$ cat config.mk
export PLATFORM = sky130hd
export DESIGN_NAME = cla_pipe_adder
export DESIGN_NICKNAME = d
export VERILOG_FILES = /design/src/rtl/cla_pipe_adder.sv
export SDC_FILE = /design/constraint.sdc
export NUM_CORES = 1
export LEC_CHECK = 0
export CAP_MARGIN = 5
export CORE_MARGIN = 3
export CORE_UTILIZATION = 50
export DETAILED_ROUTE_END_ITERATION = 8
export GPL_ROUTABILITY_DRIVEN = 0
export PLACE_DENSITY = 0.82
export RECOVER_POWER = 50
export SLEW_MARGIN = 20
export SYNTH_ARGS = -nofsm -noshare
export SYNTH_HDL_FRONTEND = slang
export SYNTH_SLANG_ARGS = --single-unit
$ cat constraint.sdc
create_clock -name clk -period 4 [get_ports clk]
set_clock_uncertainty 0.1 [all_clocks]
set_input_delay 0.6 -clock clk [delete_from_list [all_inputs] [get_ports clk]]
set_output_delay 0.6 -clock clk [all_outputs]
set_load 0.005 [all_outputs]
$ cat src/rtl/cla_pipe_adder.sv
// Pipelined carry-lookahead adder: one GROUP-lookahead slice per stage, latency PIPE_STAGES cycles.
// Backpressure: the whole pipe advances only when out_ready | ~out_valid. in_ready mirrors that.
// Optional signed-overflow output ovf when CLA_OVF_EN is defined.
module cla_pipe_adder #(
    parameter int WIDTH       = 32,
    parameter int PIPE_STAGES = 2,
    parameter int GROUP       = 4
) (
    input  logic             clk,
    input  logic             rst_n,
    input  logic             in_valid,
    output logic             in_ready,
    input  logic [WIDTH-1:0] a,
    input  logic [WIDTH-1:0] b,
    input  logic             c_in,
    output logic             out_valid,
    input  logic             out_ready,
    output logic [WIDTH-1:0] sum,
    output logic             c_out
`ifdef CLA_OVF_EN
    ,
    output logic             ovf
`endif
);

    localparam int PS = (PIPE_STAGES < 1) ? 1 : PIPE_STAGES;
    localparam int GP = (GROUP < 1) ? 1 : GROUP;
    localparam int S  = WIDTH / PS;

    if (PIPE_STAGES < 1 || (WIDTH % (PS * GP)) != 0) begin : g_bad_cfg
        $fatal(1, "cla_pipe_adder: WIDTH must be a multiple of PIPE_STAGES*GROUP, PIPE_STAGES >= 1");
    end

    // Bit carries ripple inside a group; the carry into the next group comes from group G/P.
    function automatic logic [S:0] slice_add(input logic [S-1:0] x,
                                             input logic [S-1:0] y,
                                             input logic         cin);
        logic [S-1:0] g;
        logic [S-1:0] p;
        logic [S:0]   c;
        logic         gg;
        logic         pp;
        g    = x & y;
        p    = x ^ y;
        c    = '0;
        c[0] = cin;
        for (int j = 0; j < S / GP; j++) begin
            gg = 1'b0;
            pp = 1'b1;
            for (int i = 0; i < GP; i++) begin
                c[j*GP+i+1] = g[j*GP+i] | (p[j*GP+i] & c[j*GP+i]);
                gg          = g[j*GP+i] | (p[j*GP+i] & gg);
                pp          = pp & p[j*GP+i];
            end
            c[(j+1)*GP] = gg | (pp & c[j*GP]);
        end
        return {c[S], p ^ c[S-1:0]};
    endfunction

    logic adv;
    assign adv      = out_ready | ~out_valid;
    assign in_ready = adv;

    for (genvar k = 0; k < PIPE_STAGES; k++) begin : g_stage
        // ua/ub hold the not-yet-added slices k..top; s_n the finished slices 0..k.
        localparam int UW = (PIPE_STAGES - k) * S;
        logic [UW-1:0]        ua;
        logic [UW-1:0]        ub;
        logic                 cy;
        logic                 vl;
        logic [S:0]           r;
        logic [(k+1)*S-1:0]   s_n;
        logic [(k+1)*S-1:0]   s_q;
        logic                 c_q;
        logic                 v_q;

        assign r = slice_add(ua[S-1:0], ub[S-1:0], cy);

        if (k == 0) begin : g_src
            assign ua  = a;
            assign ub  = b;
            assign cy  = c_in;
            assign vl  = in_valid;
            assign s_n = r[S-1:0];
        end else begin : g_src
            assign ua  = g_stage[k-1].g_skew.a_q;
            assign ub  = g_stage[k-1].g_skew.b_q;
            assign cy  = g_stage[k-1].c_q;
            assign vl  = g_stage[k-1].v_q;
            assign s_n = {r[S-1:0], g_stage[k-1].s_q};
        end

        always_ff @(posedge clk or negedge rst_n) begin
            if (!rst_n) begin
                v_q <= 1'b0;
                c_q <= 1'b0;
                s_q <= '0;
            end else if (adv) begin
                v_q <= vl;
                c_q <= r[S];
                s_q <= s_n;
            end
        end

        if (k < PIPE_STAGES - 1) begin : g_skew
            logic [UW-S-1:0] a_q;
            logic [UW-S-1:0] b_q;
            always_ff @(posedge clk or negedge rst_n) begin
                if (!rst_n) begin
                    a_q <= '0;
                    b_q <= '0;
                end else if (adv) begin
                    a_q <= ua[UW-1:S];
                    b_q <= ub[UW-1:S];
                end
            end
        end

        if (k == PIPE_STAGES - 1) begin : g_last
`ifdef CLA_OVF_EN
            // The operand MSBs reach this stage through the skew registers, so ovf stays aligned.
            logic ovf_q;
            always_ff @(posedge clk or negedge rst_n) begin
                if (!rst_n) begin
                    ovf_q <= 1'b0;
                end else if (adv) begin
                    ovf_q <= (ua[S-1] == ub[S-1]) & (r[S-1] != ua[S-1]);
                end
            end
`endif
        end
    end

    assign out_valid = g_stage[PIPE_STAGES-1].v_q;
    assign sum       = g_stage[PIPE_STAGES-1].s_q;
    assign c_out     = g_stage[PIPE_STAGES-1].c_q;
`ifdef CLA_OVF_EN
    assign ovf       = g_stage[PIPE_STAGES-1].g_last.ovf_q;
`endif

endmodule

==> results of run 1 <==
sequential cells by signal, summed over array words and instances, names as in the netlist:
register            cells
g_stage.c_q             1
g_stage.g_skew.b_q     16
c_out                   1
g_stage.g_skew.a_q     16
sum                    32
out_valid               1
g_stage.v_q             1
g_stage.s_q            16
Yosys cell counts (all sizes together), types with 2 or more instances:
cell type	instances	share of area, %
dfrtp	84	48
mux2	69	18
ha	32	9.2
fa	24	11
a21oi	22	2.6
nor2	17	1.5
inv	12	1.0
buf	10	1.1
nand2	10	0.86
o21ai	8	0.92
xnor2	8	1.6
nand2b	3	0.43
a211oi	2	0.63
and4	2	0.40
nand3	2	0.23
nand4	2	0.29
area by class of cell:
cell class	instances	area, sq um
clock buffer	11	151
sequential	84	2100
fill	602	2610
timing repair buffer	104	1050
inverter	12	45.0
clock inverter	5	83.8
multi-input combinational	212	2170
tap	105	131
cells in the final DEF, fill, tap and decap left out, types with 3 or more instances in the layout:
cell type          n
mux2_2            69
fa_1              24
ha_1              32
a21oi_1           21
dfrtp_1           84
nand2b_1           3
clkbuf_8          11
nand2_1           10
xnor2_1            8
o21ai_0            8
clkdlybuf4s50_1  101
inv_1             11
nor2_1            17
cells by family (layout without fill, tap and decap cells):
logic type,after synthesis,count (layout)
simple gates,39,39
mux,69,69
buf+inv,23,132
flops,84,84
xor+xnor,8,8
compound gates,40,40
fa+ha+maj,56,56
worst max-delay path, stage by stage:
cell and delay, ps:
dlygate4sd3_1 520, nand2b_1 1100, clkdlybuf4s50_1 700
how the worst max path moves through the flow:
stage	slack [ps]	depth (start not counted)	to
floorplan	700	11	g_stage[0].s_q[14]
global placement	150	12	g_stage[0].s_q[14]
detailed placement	50	12	g_stage[0].s_q[14]
CTS	430	12	g_stage[0].s_q[14]
global route	190	3	in_ready
finish	350	3	in_ready
metal layers:
layer	share of wire (%)	routed length [microns]
met3	3.9	318
met4	1.5	124
met1	41	3420
met5	0	0
met2	53	4380
power groups by stage:
stage | clock network (mW) | logic, mW | registers, mW
3_3_place_gp | 0 | 0.901 | 1.23
4_1_cts | 0.702 | 0.940 | 1.22
5_1_grt | 0.745 | 1.02 | 1.25
3_5_place_dp | 0 | 0.934 | 1.24
2_1_floorplan | 0 | 0.443 | 1.21
6_report | 0.684 | 0.920 | 1.22
through the flow:
step	area, sq um	setup WS, ps	total power [mW]	hold slack (ps)
6_report	5730	353	2.82	370
5_1_grt	5730	185	3.02	423
4_1_cts	5740	426	2.86	372
3_5_place_dp	5500	49.4	2.17	363
3_3_place_gp	5500	153	2.13	341
2_1_floorplan	4370	698	1.66	204
==> key figures, run 1 <==
Synth
  • Adder-cell share of the synthesized area: 20.2%
  • Ys Warns: 0
  • Unique masters post-synth: 31
  • Asr flop ratio synth: 100%
  • Seq cells post-synth: 84
  • Syn_nets: 444
  • Compound-Gate Fraction of Synth Area: 5.78%
  • Mux share of post-synthesis cell area: 17.8%
  • Post-synth EDFFs: 0
  • XOR/XNOR Fraction of Synth Area: 1.60%
  • Register area share after synthesis: 48.1%
  • Post-Syn Area: 0.00437 sq mm
  • Main combinational cell family by area after synthesis: adder cells
  • Syn Inst Count: 319
  • Post-Synth Simple-Gate Area: 4.32%
  • Primary FF master, synth: dfrtp_1
  • Syn Area/Cell: 13.7 sq um

Floorplan
  • Die W: 99.5 microns
  • Die area: 0.00990 sq mm
  • # IOs: 104
  • Core area: 0.00834 sq mm
  • Initial Utilization: 52.4%
  • Row count: 33
  • Die Span Y: 99.5 microns

GRT
  • Vias in the first global route: 2,975
  • First-pass GRT wire length: 14,100 microns
  • Initial antenna violation count: 0
  • Total grt overflow: 0
  • GRT busiest layer: met2
  • Routing usage on met2: 31.3%
  • GRT Util Overall: 17.9%
  • Largest net degree at the start of global routing: 85
  • GR met3 Demand/Resource: 2.88%
  • Met1 usage: 22.6%

Pwr
  • P_int: 2.05 mW
  • Lkg Pwr: 2.43 nW
  • Clock Power Share: 24.3%
  • PwrDens: 492 mW/mm^2
  • Sequential share of power: 43.1%
  • Sw Ratio: 27.2%
  • Peak VDD IR: 258 uV
  • Psw: 0.768 mW
  • Power share of the combinational group: 32.6%

Critical path
  • RR Startpoint: g_stage[0].g_skew.a_q[2]
  • Reg2reg setup slack: 670 ps
  • Worst reg2reg path endpoint: sum[30]
  • CP Max Fanout: 35
  • Reg2reg path depth: 10
  • CP startpoint: out_ready
  • Worst setup SP type: input port
  • Worst setup EP type: output pin
  • CP required: 3300 ps
  • CP Class: in -> out
  • CP Data Arrival Time: 2950 ps

Timing
  • # setup viols final: 0
  • Tcrit/Tclk final: 91.2%
  • Setup TNS: 0 ps
  • Fin. Hold Viols: 0
  • RSZ-0062 raised after global routing: no
  • Relative slew margins: -34.9%
  • Worst slew pin tran: 2020 ps
  • Highest clock rate: 0.274 GHz
  • Max-slew violations: 85
  • Fin crit period: 3650 ps

Finish
  • Fin nets: 548
  • Antenna diodes: 0
  • P&R area growth vs syn: 31.1%
  • Share of cells above drive strength 1: 21.5%
  • Final Core Density: 68.7%
  • Non-filler cells, final: 533

Clock tree
  • Later-pin clock latency in the skew report: 340 ps
  • Clock buffer depth: 2
  • Cts bufs inserted: 9
  • Post-CTS Setup Inserts: 0
  • Htree depth: 3
  • CTS hold repair buffers: 0
  • Clock slew at reported path FFs: 90 ps
  • Clock sinks: 84
  • CTS Root Cell: clkbuf_8
  • CTS resizes: 0
  • CTS tree: done

Placement
  • IO Port Bufs: 103
  • Final HPWL DP: 6290 microns
  • Cells after DPL: 517

Worst hold path
  • Min-delay worst type: reg -> reg
  • Hold path startpoint: g_stage[0].v_q
  • Hold EP: out_valid
  • Hold depth: 1

Detailed routing
  • Drt wl/cell: 15.5 microns
  • Vias per Instance: 5.23
  • DRT iter0 DRCs: 40
  • Via count: 2,790
  • Detailed Route WL: 8240 microns
  • DR pass1 iterations: 4
  • Residual DRC: 0
  • Routed Antenna Nets: 0

Outcome
  • Failing checks: capacitance limit, slew limit
  • Outcome: finished, violations left

Job
  • Max-Cap Viols: 1
(Power assumes the default switching activity.)
==> inputs of run 2 (changes only) <==
ABC_CLOCK_PERIOD_IN_PS = 4000   (was unset)
SETUP_SLACK_MARGIN = 0.02   (was unset)
==> results of run 2 <==
Final layout, timing and power as in run 1 (identical DEF).
==> inputs of run 3 (changes only) <==
CTS_BUF_LIST = sky130_fd_sc_hd__clkbuf_16   (was unset)
==> run 3 against run 2 <==
Effect of this change:
- die area did not move
- the flow still finishes with violations (capacitance limit, slew limit)
- sequential power about the same
- global-route usage grew 0.15 points
- sequential cell count unchanged
- cell count stayed put
- critical path depth rose by 10
==> key figures, run 3 (synthesis gave the netlist of run 1 again) <==
GRT
  • Total grt overflow: 0 (unchanged)
  • Vias in the first global route: 2,998 (+0.77%)
  • Initial antenna violation count: 0 (unchanged)
  • First-pass GRT wire length: 14,200 microns (+0.83%)
  • GRT Util Overall: 18.0% (+0.15 points)
  • Largest net degree at the start of global routing: 85 (unchanged)

Timing
  • Final hold slack: 363 ps (-6.57 ps)
  • Fin. Hold Viols: 0 (unchanged)
  • Post-route setup slack: 349 ps (-3.33 ps)
  • RSZ-0062 raised after global routing: no
  • Fin crit period: 3650 ps (+3.33 ps)
  • Setup TNS: 0 ps (unchanged)
  • Highest clock rate: 0.274 GHz (about the same)
  • Relative slew margins: -36.7% (-1.8 points)
  • # setup viols final: 0 (unchanged)
  • Tcrit/Tclk final: 91.3% (about the same)
  • Worst slew pin tran: 2050 ps (+27.1 ps)
  • Max-slew violations: 85 (unchanged)

Detailed routing
  • DRT iter0 DRCs: 70 (+75%)
  • DR pass1 iterations: 4 (unchanged)
  • Drt wl/cell: 15.6 microns (+1.2%)
  • Vias per Instance: 5.20 (-0.75%)
  • Residual DRC: 0 (unchanged)
  • Routed Antenna Nets: 0 (unchanged)
  • Via count: 2,769 (-0.75%)
  • Detailed Route WL: 8340 microns (+1.2%)

Pwr
  • Psw: 0.797 mW (+3.7%)
  • Peak VDD IR: 322 uV (+25%)
  • Sw Ratio: 26.5% (-0.74 points)
  • Sequential share of power: 40.5% (-2.6 points)
  • Power share of the combinational group: 30.7% (-1.9 points)
  • Clock Power Share: 28.8% (+4.5 points)
  • PwrDens: 517 mW/mm^2 (+5.1%)
  • P_int: 2.21 mW (+7.7%)
  • Lkg Pwr: 2.46 nW (+1.4%)

Finish
  • Max reg flops: 32 (unchanged)
  • Footprint of the multi-input gates: 0.00217 sq mm (unchanged)
  • Share of cells above drive strength 1: 21.0% (-0.47 points)
  • Final Core Density: 69.7% (+0.98 points)
  • Antenna diodes: 0 (unchanged)
  • Reg area: 0.00210 sq mm (unchanged)
  • Fin nets: 548 (unchanged)
  • P&R area growth vs syn: 33.0%
  • Most frequent cells in the layout: clkdlybuf4s50_1 (101), dfrtp_1 (84), mux2_2 (69)
  • Most common cell after layout, fill and taps aside: clkdlybuf4s50_1
  • # fillers: 600 (-0.33%)

Floorplan
  • # IOs: 104 (unchanged)
  • Die W: 99.5 microns (unchanged)
  • Initial Utilization: 52.4% (unchanged)
  • Row count: 33 (unchanged)
  • Die Span Y: 99.5 microns (unchanged)
  • Die area: 0.00990 sq mm (unchanged)
  • Core area: 0.00834 sq mm (unchanged)

Critical path
  • Worst setup EP type: flip-flop
  • CP Max Fanout: 2 (-94%)
  • CP Class: in -> reg
  • CP Data Arrival Time: 3680 ps (+730 ps)
  • CP startpoint: a[2]
  • CP endpoint: g_stage[0].s_q[15]
  • Worst setup SP type: input port
  • Reg2reg path depth: 10 (unchanged)
  • RR Startpoint: g_stage[0].g_skew.a_q[2]
  • Reg2reg setup slack: 650 ps (-20 ps)
  • CP required: 4030 ps (+730 ps)
  • Worst reg2reg path endpoint: sum[30]

Clock tree
  • Post-CTS Setup Inserts: 0 (unchanged)
  • Htree depth: 3 (unchanged)
  • Clock slew at reported path FFs: 60 ps (-30 ps)
  • CTS tree: done
  • CTS hold repair buffers: 0 (unchanged)
  • Clock buffer depth: 2 (unchanged)
  • CTS Root Cell: clkbuf_16
  • Later-pin clock latency in the skew report: 330 ps (about the same)
  • Clock sinks: 84 (unchanged)
  • Cts bufs inserted: 9 (unchanged)
  • CTS resizes: 0 (unchanged)

Placement
  • Final HPWL DP: 6290 microns (unchanged)
  • DP Worst Slack: 49.4 ps (unchanged)
  • IO Port Bufs: 103 (unchanged)

Job
  • Max-Cap Viols: 1 (unchanged)

Worst hold path
  • Min-delay worst type: reg -> reg

Outcome
  • Outcome: finished, violations left
  • Failing checks: capacitance limit, slew limit
run 3: cell types whose count changed in the layout (fill, tap and decap cells not counted), sizes merged:
| cell | change |
|---|---|
| clkbuf | -2 |
| clkinv | +2 |
run 3: routing by layer:
layer / vias to the layer above / wire length, microns / GRT usage, %
li1: 1324 / - / -
met1: 1371 / 3470 / 22.5
met2: 60 / 4390 / 31.7
met3: 14 / 310 / 2.31
met4: 0 / 168 / 7.25
met5: - / 0 / 0
run 3: worst min-delay path by stage:
stage | to | depth (start not counted) | startpoint
floorplan | c_out | 0 | rst_n
global placement | out_valid | 1 | g_stage[0].v_q
detailed placement | out_valid | 1 | g_stage[0].v_q
CTS | out_valid | 1 | g_stage[0].v_q
global route | sum[11] | 1 | sum[11]
finish | out_valid | 1 | g_stage[0].v_q
run 3: power by group through the flow:
stage | Sequential, mW | Clock [mW] | Combinational [mW]
global placement | 1.23 | 0 | 0.901
floorplan | 1.21 | 0 | 0.443
CTS | 1.22 | 0.883 | 0.942
detailed placement | 1.24 | 0 | 0.934
finish | 1.22 | 0.865 | 0.923
global route | 1.25 | 0.920 | 1.03
run 3: layout make-up:
class | count | share of cell area (%)
multi-input combinational | 212 | 37.3
sequential | 84 | 36.2
timing repair buffer | 104 | 18.0
clock buffer | 9 | 3.88
tap | 105 | 2.26
clock inverter | 7 | 1.57
inverter | 12 | 0.775
run 3: critical path: stages:
cell and delay, ps:
clkdlybuf4s50_1 470, ha_1 340, a21oi_1 130, nor2b_1 80, nor3_4 140, inv_2 70, o2bb2ai_2 130, or2_1 250
fa_1 400, fa_1 400, fa_1 400, xnor2_1 170, a21oi_1 90
run 3: metrics by stage:
step                std cells  cell area [sq um]  power [mW]
global route              533               5810        3.20
detailed placement        517               5500        2.17
global placement          517               5500        2.13
finish                    533               5810        3.01
floorplan                 319               4370        1.66
CTS                       533               5820        3.05
